===== src/rtl/rd_arb_pkg.sv =====
// Shared types and sizing for the two-requester read-channel arbiter.
package rd_arb_pkg;

    typedef enum logic [1:0] {IDLE, ADDR, DATA} rd_arb_state_t;

    localparam int NREQ   = 2;
    localparam int BLEN_W = 4;

    // Burst field carries length minus one; widen by a bit so 16 beats fits.
    function automatic logic [BLEN_W:0] burst_beats(input logic [BLEN_W-1:0] arburst);
        return {1'b0, arburst} + {{BLEN_W{1'b0}}, 1'b1};
    endfunction

endpackage


===== src/rtl/rr_arb2.sv =====
// Two-way round-robin pick: a lone requester wins, a tie goes to the one not granted last.
module rr_arb2
    import rd_arb_pkg::*;
(
    input  logic [NREQ-1:0] req,
    input  logic            last_grant,
    output logic            winner
);

    always_comb begin
        // NOTE: default first, so no input combination leaves winner unassigned and infers a latch.
        winner = last_grant;
        case (req)
            2'b01:   winner = 1'b0;
            2'b10:   winner = 1'b1;
            2'b11:   winner = ~last_grant;
            default: winner = last_grant;
        endcase
    end

endmodule


===== src/rtl/rd_arbiter.sv =====
// Shares one external read port between the weight-buffer address generator (m0) and the
// feature-map buffer (m1), one burst at a time, with beat-count protocol checking.
module rd_arbiter
    import rd_arb_pkg::*;
#(
    parameter int DW = 32,
    parameter int AW = 32
) (
    input  logic              clk,
    input  logic              rst_n,
    input  logic [AW-1:0]     m0_araddr,
    input  logic              m0_arvalid,
    input  logic [BLEN_W-1:0] m0_arburst,
    output logic              m0_arready,
    output logic [DW-1:0]     m0_rdata,
    output logic              m0_rvalid,
    output logic              m0_rlast,
    input  logic [AW-1:0]     m1_araddr,
    input  logic              m1_arvalid,
    input  logic [BLEN_W-1:0] m1_arburst,
    output logic              m1_arready,
    output logic [DW-1:0]     m1_rdata,
    output logic              m1_rvalid,
    output logic              m1_rlast,
    output logic [AW-1:0]     s_araddr,
    output logic              s_arvalid,
    output logic [BLEN_W-1:0] s_arburst,
    input  logic              s_arready,
    input  logic [DW-1:0]     s_rdata,
    input  logic              s_rvalid,
    input  logic              s_rlast,
    output logic              grant,
    output logic              busy,
    output logic              err
);

    rd_arb_state_t     state;
    logic              last_grant;
    logic [BLEN_W:0]   exp_beats;
    logic [BLEN_W:0]   beat_cnt;
    logic [BLEN_W:0]   cnt_next;
    logic [NREQ-1:0]   req;
    logic              winner;
    logic              gnt_arvalid;
    logic [AW-1:0]     gnt_araddr;
    logic [BLEN_W-1:0] gnt_arburst;

    assign req = {m1_arvalid, m0_arvalid};

    rr_arb2 u_rr_arb2 (
        .req        (req),
        .last_grant (last_grant),
        .winner     (winner)
    );

    assign gnt_arvalid = grant ? m1_arvalid : m0_arvalid;
    assign gnt_araddr  = grant ? m1_araddr  : m0_araddr;
    assign gnt_arburst = grant ? m1_arburst : m0_arburst;
    assign cnt_next    = beat_cnt + {{BLEN_W{1'b0}}, 1'b1};

    // The shared address channel is driven only while a grant is in its address phase.
    assign s_arvalid = (state == ADDR) & gnt_arvalid;
    assign s_araddr  = (state == ADDR) ? gnt_araddr  : '0;
    assign s_arburst = (state == ADDR) ? gnt_arburst : '0;

    assign m0_arready = (state == ADDR) & s_arready & ~grant;
    assign m1_arready = (state == ADDR) & s_arready &  grant;
    assign m0_rvalid  = (state == DATA) & s_rvalid  & ~grant;
    assign m1_rvalid  = (state == DATA) & s_rvalid  &  grant;
    assign m0_rlast   = (state == DATA) & s_rlast   & ~grant;
    assign m1_rlast   = (state == DATA) & s_rlast   &  grant;
    assign m0_rdata   = s_rdata;
    assign m1_rdata   = s_rdata;
    assign busy       = (state != IDLE);

    // NOTE: non-blocking assignments so every register updates from the pre-edge values.
    always_ff @(posedge clk or negedge rst_n) begin
        if (!rst_n) begin
            state      <= IDLE;
            grant      <= 1'b0;
            last_grant <= 1'b1;
            exp_beats  <= '0;
            beat_cnt   <= '0;
            err        <= 1'b0;
        end else begin
            case (state)
                IDLE: begin
                    if (s_rvalid) err <= 1'b1;
                    if (|req) begin
                        grant <= winner;
                        state <= ADDR;
                    end
                end
                ADDR: begin
                    if (s_rvalid) err <= 1'b1;
                    // A requester withdrawing mid-handshake forfeits its turn without updating fairness.
                    if (!gnt_arvalid) begin
                        err   <= 1'b1;
                        state <= IDLE;
                    end else if (s_arready) begin
                        exp_beats <= burst_beats(gnt_arburst);
                        beat_cnt  <= '0;
                        state     <= DATA;
                    end
                end
                DATA: begin
                    if (s_rvalid) begin
                        beat_cnt <= cnt_next;
                        if (s_rlast) begin
                            if (cnt_next != exp_beats) err <= 1'b1;
                            last_grant <= grant;
                            state      <= IDLE;
                        end else if (cnt_next == exp_beats) begin
                            err <= 1'b1;
                        end
                    end
                end
                default: state <= IDLE;
            endcase
        end
    end

endmodule


===== config.mk =====
export PLATFORM = sky130hd
export DESIGN_NAME = rd_arbiter
export DESIGN_NICKNAME = d
export VERILOG_FILES = /design/src/rtl/rd_arb_pkg.sv /design/src/rtl/rr_arb2.sv /design/src/rtl/rd_arbiter.sv
export SDC_FILE = /design/constraint.sdc
export NUM_CORES = 1
export LEC_CHECK = 0
export CORE_MARGIN = 2
export CORE_UTILIZATION = 25
export CTS_CLUSTER_DIAMETER = 50
export DETAILED_ROUTE_END_ITERATION = 12
export GPL_TIMING_DRIVEN = 0
export PLACE_DENSITY_LB_ADDON = 0.15
export SYNTH_ARGS = -nofsm -noshare
export SYNTH_HDL_FRONTEND = slang
export SYNTH_SLANG_ARGS = --single-unit

===== constraint.sdc =====
create_clock -name clk -period 2.45 [get_ports clk]
set_input_delay 0.3675 -clock clk [delete_from_list [all_inputs] [get_ports clk]]
set_output_delay 0.3675 -clock clk [all_outputs]
set_load 0.02 [all_outputs]

==> results of run 1 <==
cell usage after synthesis, types with 2 or more instances:
library cell / instances
nand3_1: 5
nand2_1: 16
nor2b_1: 2
o21ai_0: 8
buf_2: 4
inv_1: 9
nor2_1: 46
a21oi_1: 2
and3_1: 4
dfrtp_1: 14
a22o_1: 5
mux2i_1: 38
buf_4: 64
xnor2_1: 7
clkbuf_1: 3
mux2_2: 5
ha_1: 6
buf_1: 4
flip-flops by register name (all words and copies together) (netlist names):
name / count
last_grant: 1
grant: 1
beat_cnt: 5
err: 1
exp_beats: 5
state: 2
power groups by stage:
stage | clock network [uW] | logic, uW | registers [uW]
floorplan | 0 | 1500 | 439
global placement | 0 | 2540 | 440
detailed placement | 0 | 2560 | 444
CTS | 210 | 2460 | 442
global route | 224 | 2630 | 458
finish | 208 | 2450 | 442
layer usage:
layer | global-route usage | wire length, um
met2 | 0.314 | 4160
met5 | 0 | 0
met3 | 0.0401 | 677
met1 | 0.222 | 3440
met4 | 0.0411 | 152
worst paths after layout:
check,from,end,depth (start not counted)
worst max-delay path,state[0],m1_rvalid,5
worst min-delay path,exp_beats[4],exp_beats[4],2
worst max register to register,beat_cnt[0],err,6
worst min register to register,exp_beats[4],exp_beats[4],2
max in group asynchronous,rst_n,grant,1
min in group asynchronous,rst_n,beat_cnt[0],1
final cells by class:
| class | instances | area share |
|---|---|---|
| multi-input cells | 160 | 0.271 |
| inverters | 10 | 0.00920 |
| well taps | 102 | 0.0313 |
| plain buffers | 75 | 0.134 |
| clock inverters | 1 | 0.00123 |
| clock buffers | 3 | 0.0101 |
| flip-flops and latches | 15 | 0.0923 |
| repair buffers | 187 | 0.451 |
kinds of logic after synthesis:
group,Yosys count,share of synthesized area
XOR/XNOR,8,0.0345
buffers and inverters,85,0.278
multiplexers,43,0.215
adder cells (fa/ha/maj),6,0.0370
AND/OR/NAND/NOR,79,0.166
flip-flops,15,0.185
AO/OA/AOI/OAI,24,0.0838
through the flow:
step,instances,power [uW]
2_1_floorplan,260,1940
3_3_place_gp,549,2980
3_5_place_dp,549,3010
4_1_cts,553,3110
5_1_grt,553,3310
6_report,553,3100
tightest hold or removal path, cell delays in order (launching register included):
cell and delay [ns]:
dfrtp_1 0.36, o21ai_0 0.08, nand2_1 0.06
==> results.cfg, run 1 <==
[sta]
whs_ns = 0.531
timing.setup.tns_ns = 0
setup_viol = 0
period_share = 0.968
fin_skew_ns = 0.00150
relSlewSlack = 0.523
slew_violations = 0
grt_setup_unrepaired = false
fmax_ghz = 0.421
final-hold-violation-count = 0
worstMarginPinSlew_ns = 0.713
finalWorstSetupSlack_ns = 0.0772
min_period_ns = 2.37

[power]
switchingPower_uw = 1500
vdd_drop_max_mv = 0.470
power_density_mw_per_mm2 = 759
p_sw_frac = 0.483
comb_power_share = 0.790
p_seq_frac = 0.143
pwr-share-clk = 0.067
internal_power_uw = 1600
p_leak_uw = 0.00201

[clock_tree]
clk_latency_ns = 0.25
cts_setup_buffers = 0
numCtsBuffers = 3
root_buffer = clkbuf_8
cts_tree = built
clk_path_buf_depth = 2
path_clk_slew_ns = 0.07
cts_resized = 39
ctsHoldBuffers = 0
cts_sinks = 15
cts_max_level = 1

[cells_and_area]
final_area_sq_mm = 0.00408
final_common_cell = clkdlybuf4s50_1
drive_gt1_frac = 0.195
register_area_sq_um = 377
areaGrowthSynthToFinish_pct = 101
multi_input_area_sq_mm = 0.00110
fillers = 779
diodes = 0
fin_nets = 569
layout_common_cells = clkdlybuf4s50_1 (154), buf_4 (67), nor2_1 (46)
fin_util = 0.523

[logic_synthesis]
avgSynthCellArea_sq_um = 7.81
ys_types = 36
yosysTopAreaCell = buf_4
yosysSeqAreaShare = 0.185
synthesis.nets = 377
ys_ff_latch = 15
yosysTopAreaCellShare = 0.237
synth_cells = 260
synth_edf_count = 0
synth_top_flop_cell = dfrtp_1
synthArstFlopShare = 1.00
yosysWarnings = 0
synth_area_sq_mm = 0.00203
synth_area_leaders = buf_4 (24%), mux2i_1 (19%), dfrtp_1 (17%), nor2_1 (8.5%), ha_1 (3.7%)

[outcome]
status = finished, final reports clean

[setup_path]
worstPathArrival_ns = 2.01
critPathRequiredTime_ns = 2.08
path_cells = inv_1 > ha_2 > clkbuf_4 > and3_1 > clkdlybuf4s50_1
timing.reg2reg.setup_slack_ns = 0.39
critPathKind = flip-flop to output port
max_stage_delay_ns = 0.60
critPathMaxFanout = 10
cp-start-kind = flip-flop
slowest_stage = clkdlybuf4s50_1
critPathBufInv = 3
critPathTopFamily = buffers and inverters
end_kind = output port

[floorplan]
fp.coreArea_sq_mm = 0.00781
die_area_sq_mm = 0.00886
fp-row-count = 32
fp.dieH_um = 94.1
die_width_um = 94.1
io_pins = 221
start_util = 0.260

[place]
gp_congestion = 0.810
port_buffers = 187
dp_hpwl_um = 7280
postPlaceCellArea_sq_mm = 0.00403
pre_cts_ws_ns = 0.00606

[min_path]
hp-class = flip-flop to flip-flop

[drt]
vias = 2401
drtIter0Drc = 56
wirelength_um = 8430
via_per_inst = 4.34
drt_pass1_iterations = 4
wl_per_cell_um = 15.2
postRouteAntennaNets = 0
drc_errors = 0

[global_routing]
grt_pass1_wl_um = 12400
antenna_found_initial = 0
grt_pass1_vias = 2289
grt_overflow = 0
grt_max_degree = 16
track_usage = 0.179

[run]
max-cap-violations = 0
Note: power is estimated with default switching activity, not from simulation.
==> run 2: changes to the inputs <==
--- a/config.mk
+++ b/config.mk
@@ -5,7 +5,7 @@
 export SDC_FILE = /design/constraint.sdc
 export NUM_CORES = 1
 export LEC_CHECK = 0
-export CORE_MARGIN = 2
+export CORE_MARGIN = 4
 export CORE_UTILIZATION = 25
 export CTS_CLUSTER_DIAMETER = 50
 export DETAILED_ROUTE_END_ITERATION = 12
==> run 2 against run 1 <==
Against the previous run:
- clock power barely moved
- count of clock-buffer cells in the layout unchanged
- maximum frequency up 1.9%
- routed wire length increased by 7.2%
- worst hold slack about the same
==> results.cfg, run 2 (synthesis results as in run 1) <==
[sta]
relSlewSlack = 0.530
slew_violations = 0
fmax_ghz = 0.429
whs_ns = 0.531
min_period_ns = 2.33
period_share = 0.951
grt_setup_unrepaired = false
final-hold-violation-count = 0
setup_viol = 0
worstMarginPinSlew_ns = 0.702
fin_skew_ns = 0.00132

[drt]
wirelength_um = 9040
wl_met1_um = 3530
drt_pass1_iterations = 4
wl_per_cell_um = 16.3
vias = 2381
met3WireLength_um = 668
drtIter0Drc = 33
via_per_inst = 4.31
routed.top_layer = met4
postRouteAntennaNets = 0
drc_errors = 0
wl_met2_um = 4710

[floorplan]
start_util = 0.260
die_width_um = 98.1
fp.coreArea_sq_mm = 0.00781
die_area_sq_mm = 0.00963
io_pins = 221
fp.dieH_um = 98.1
fp-row-count = 32

[clock_tree]
clk_path_buf_depth = 2
ctsHoldBuffers = 0
cts_setup_buffers = 0
cts_max_level = 1
numCtsBuffers = 3
path_clk_slew_ns = 0.06
cts_sinks = 15
clk_latency_ns = 0.25
cts_tree = built
root_buffer = clkbuf_8

[cells_and_area]
final_common_cell = clkdlybuf4s50_1
layout_common_cells = clkdlybuf4s50_1 (153), buf_4 (66), nor2_1 (46)
areaGrowthSynthToFinish_pct = 102
diodes = 0
fin_nets = 569
final_area_sq_mm = 0.00410
drive_gt1_frac = 0.197
largest_registers = beat_cnt (5), exp_beats (5), state (2)

[setup_path]
end_kind = output port
reg2reg_depth = 6
critPathMaxFanout = 9
worstPathArrival_ns = 1.96
critPathRequiredTime_ns = 2.08
critPathKind = flip-flop to output port
cp-start-kind = flip-flop

[global_routing]
grt_pass1_wl_um = 14000
grt_max_degree = 16
grt_pass1_vias = 2458
grt_overflow = 0
antenna_found_initial = 0
track_usage = 0.180

[place]
postPlaceCellArea_sq_mm = 0.00403
gp_congestion = 0.905
port_buffers = 187
dp_hpwl_um = 7840

[power]
power_density_mw_per_mm2 = 757
p_leak_uw = 0.00208
vdd_drop_max_mv = 0.494

[outcome]
status = finished, final reports clean

[min_path]
hp-class = input port to async pin

[run]
max-cap-violations = 0
run 2: cell types whose count changed in the layout (fill, tap and decap cells not counted):
| cell | change |
|---|---|
| dlygate4sd2_1 | -4 |
| clkdlybuf4s50_1 | -1 |
| ha_1 | -1 |
| ha_2 | +1 |
| clkbuf_4 | +1 |
| dlymetal6s2s_1 | +5 |
| buf_4 | -1 |
run 2: worst max-delay path, cell delays in order, from the launching register on:
cell and delay (ns):
dfrtp_1 0.38, clkbuf_4 0.25, mux2i_4 0.31, nand2b_1 0.18, inv_1 0.05, clkdlybuf4s50_1 0.53
run 2: final timing paths:
check                             startpoint      endpoint  slack [ns]
worst min-delay path                   rst_n   beat_cnt[1]        0.53
worst max register to register   beat_cnt[0]           err        0.42
min in group clk                exp_beats[4]  exp_beats[4]        0.53
max in group asynchronous              rst_n   beat_cnt[2]        1.47
worst min register to register  exp_beats[4]  exp_beats[4]        0.53
worst max-delay path                   grant     s_arvalid        0.12
run 2: routing by layer:
layer | track usage | up-vias
met5 | 0 | -
met4 | 0.0426 | 0
met3 | 0.0250 | 9
met2 | 0.341 | 105
met1 | 0.212 | 1080
li1 | - | 1187
run 2: repair_timing:
item                                    in CTS  in global routing
pin swaps                                    0                  0
gates resized for setup                     34                 15
endpoints found under the hold margin        0                  0
endpoints found under the setup margin      41                 14
run 2: area by class of cell:
type / count / area [sq um]
repair buffers: 187 / 1860
multi-input cells: 160 / 1110
well taps: 102 / 128
clock buffers: 3 / 41.3
flip-flops and latches: 15 / 377
inverters: 10 / 37.5
fillers: 773 / 3710
clock inverters: 1 / 5.00
plain buffers: 75 / 546
run 2: report_power, final:
part | internal (uW) | switching [uW] | total, uW
registers | 350 | 92.9 | 443
clock network | 113 | 93.3 | 206
logic | 1150 | 1300 | 2460
run 2: metrics by stage:
step	setup WS (ns)	instances	utilization	total power [uW]	setup TNS (ns)
2_1_floorplan	0.537	260	-	1940	0
3_3_place_gp	0.0271	549	0.516	2970	0
3_5_place_dp	-0.0103	549	0.516	3020	-0.0103
4_1_cts	-0.0527	553	0.520	3130	-0.279
5_1_grt	0.0198	553	0.525	3350	0
6_report	0.121	553	0.525	3110	0
==> run 3: changes to the inputs <==
--- a/config.mk
+++ b/config.mk
@@ -5,8 +5,10 @@
 export SDC_FILE = /design/constraint.sdc
 export NUM_CORES = 1
 export LEC_CHECK = 0
+export CELL_PAD_IN_SITES_DETAIL_PLACEMENT = 1
+export CELL_PAD_IN_SITES_GLOBAL_PLACEMENT = 1
 export CORE_MARGIN = 4
-export CORE_UTILIZATION = 25
+export CORE_UTILIZATION = 18
 export CTS_CLUSTER_DIAMETER = 50
 export DETAILED_ROUTE_END_ITERATION = 12
 export GPL_TIMING_DRIVEN = 0
==> run 3 against run 2 <==
Against the previous run:
- worst setup slack better by 0.020 ns
- power is 4.2% higher
- core utilization down 14 points
- clock power grew 57%
- critical path depth unchanged
- critical endpoint unchanged
- sequential share of layout area shrank 0.13 points
- final cell count up 6.9%
- clock skew is essentially flat
- critical path type is now input port to output port
==> results.cfg, run 3 (synthesis results as in run 1) <==
[setup_path]
max_stage_delay_ns = 0.61
path_cells = clkdlybuf4s50_1 > mux2i_4 > nand2b_1 > inv_1 > clkdlybuf4s50_1
slowest_stage = clkdlybuf4s50_1
critPathMaxFanout = 5
worstPathArrival_ns = 1.94
cp-start-kind = input port
end_kind = output port
critPathRequiredTime_ns = 2.08
path_common_cell = clkdlybuf4s50_1
critPathKind = input port to output port

[global_routing]
grt_max_degree = 16
track_usage = 0.147
antenna_found_initial = 0
grt_overflow = 0
grt_pass1_vias = 2562
grt_pass1_wl_um = 15200

[cells_and_area]
final_area_sq_mm = 0.00416
layout_common_cells = clkdlybuf4s50_1 (153), buf_4 (65), nor2_1 (46)
multi_input_area_sq_mm = 0.00111
diodes = 0
fillers = 1300
register_area_sq_um = 377
drive_gt1_frac = 0.195
areaGrowthSynthToFinish_pct = 105
fin_nets = 569
final_common_cell = clkdlybuf4s50_1
largest_registers = beat_cnt (5), exp_beats (5), state (2)

[drt]
postRouteAntennaNets = 0
vias = 2440
wl_met1_um = 3870
drc_errors = 0
routed.top_layer = met4
wl_per_cell_um = 16.9
drtIter0Drc = 41
wirelength_um = 10000
via_per_inst = 4.13
drt_pass1_iterations = 4
met3WireLength_um = 658
wl_met2_um = 5330

[floorplan]
die_area_sq_mm = 0.0130
fp.coreArea_sq_mm = 0.0109
die_width_um = 114
fp.dieH_um = 114
fp-row-count = 38
io_pins = 221
start_util = 0.186

[clock_tree]
cts_setup_buffers = 0
root_buffer = clkbuf_16
clk_latency_ns = 0.25
cts_max_level = 1
cts_sinks = 15
clk_path_buf_depth = 2
path_clk_slew_ns = 0.05
cts_tree = built
numCtsBuffers = 3

[outcome]
status = finished, final reports clean

[sta]
relSlewSlack = 0.497
final-hold-violation-count = 0
worstMarginPinSlew_ns = 0.752
fmax_ghz = 0.433
setup_viol = 0
period_share = 0.942
min_period_ns = 2.31
slew_violations = 0
fin_skew_ns = 0.00120
whs_ns = 0.529

[power]
p_total_uw = 3240
vdd_drop_max_mv = 0.427
p_leak_uw = 0.00204
power_density_mw_per_mm2 = 778

[place]
postPlaceCellArea_sq_mm = 0.00408
dp_hpwl_um = 8760
gp_congestion = 0.790
port_buffers = 187

[min_path]
hp-class = flip-flop to flip-flop

[run]
max-cap-violations = 0
[run 3: cell types whose count changed in the layout (fill, tap and decap cells not counted), sizes merged]
cell and change:
buf +1, clkinv -1, dlygate4sd2 +4, dlymetal6s2s -4
[run 3: power by group]
group	switching (uW)	total [uW]	internal, uW	leakage [uW]
Sequential	90.4	441	351	0.000189
Combinational	1340	2470	1130	0.00181
Clock	102	323	221	0.0000382
Total	1530	3240	1700	0.00204
[run 3: through the flow]
step | utilization | setup slack [ns] | setup TNS [ns] | std cells
global route | 0.380 | -0.00625 | -0.00625 | 591
floorplan | - | 0.537 | 0 | 260
detailed placement | 0.373 | -0.0960 | -1.09 | 587
global placement | 0.373 | -0.0660 | -0.438 | 587
finish | 0.380 | 0.141 | 0 | 591
CTS | 0.379 | 0.0361 | 0 | 591
[run 3: path summary, 6_finish.rpt]
| path | from | endpoint | slack [ns] | cells past startpoint |
|---|---|---|---|---|
| max | m1_arvalid | s_arvalid | 0.14 | 5 |
| min | exp_beats[4] | exp_beats[4] | 0.53 | 2 |
| max reg2reg | beat_cnt[0] | err | 0.36 | 6 |
| min reg2reg | exp_beats[4] | exp_beats[4] | 0.53 | 2 |
| max in group asynchronous | rst_n | state[1] | 1.41 | 1 |
| min in group asynchronous | rst_n | beat_cnt[1] | 0.57 | 1 |
[run 3: area by class of cell]
type,count,area share
Buffer,75,0.130
Tap cell,140,0.0421
Multi-Input combinational cell,160,0.266
Inverter,10,0.00902
Timing Repair Buffer,187,0.443
Clock buffer,4,0.0189
Sequential cell,15,0.0905
[run 3: worst max-delay path, delay by kind of cell]
family	cells	cell delay, ns
simple gates	1	0.21
buf+inv	3	1.24
mux	1	0.13
[run 3: what timing repair did]
action	in CTS	in global routing
pin swaps	0	0
endpoints found under the setup margin	36	6
hold endpoints to repair	0	0
hold buffers	0	0
gates resized for setup	41	5
[run 3: per-layer routing]
layer / vias up / GRT usage
met5: - / 0
met4: 0 / 0.0317
met3: 9 / 0.0233
met2: 108 / 0.272
met1: 1138 / 0.177
li1: 1185 / -
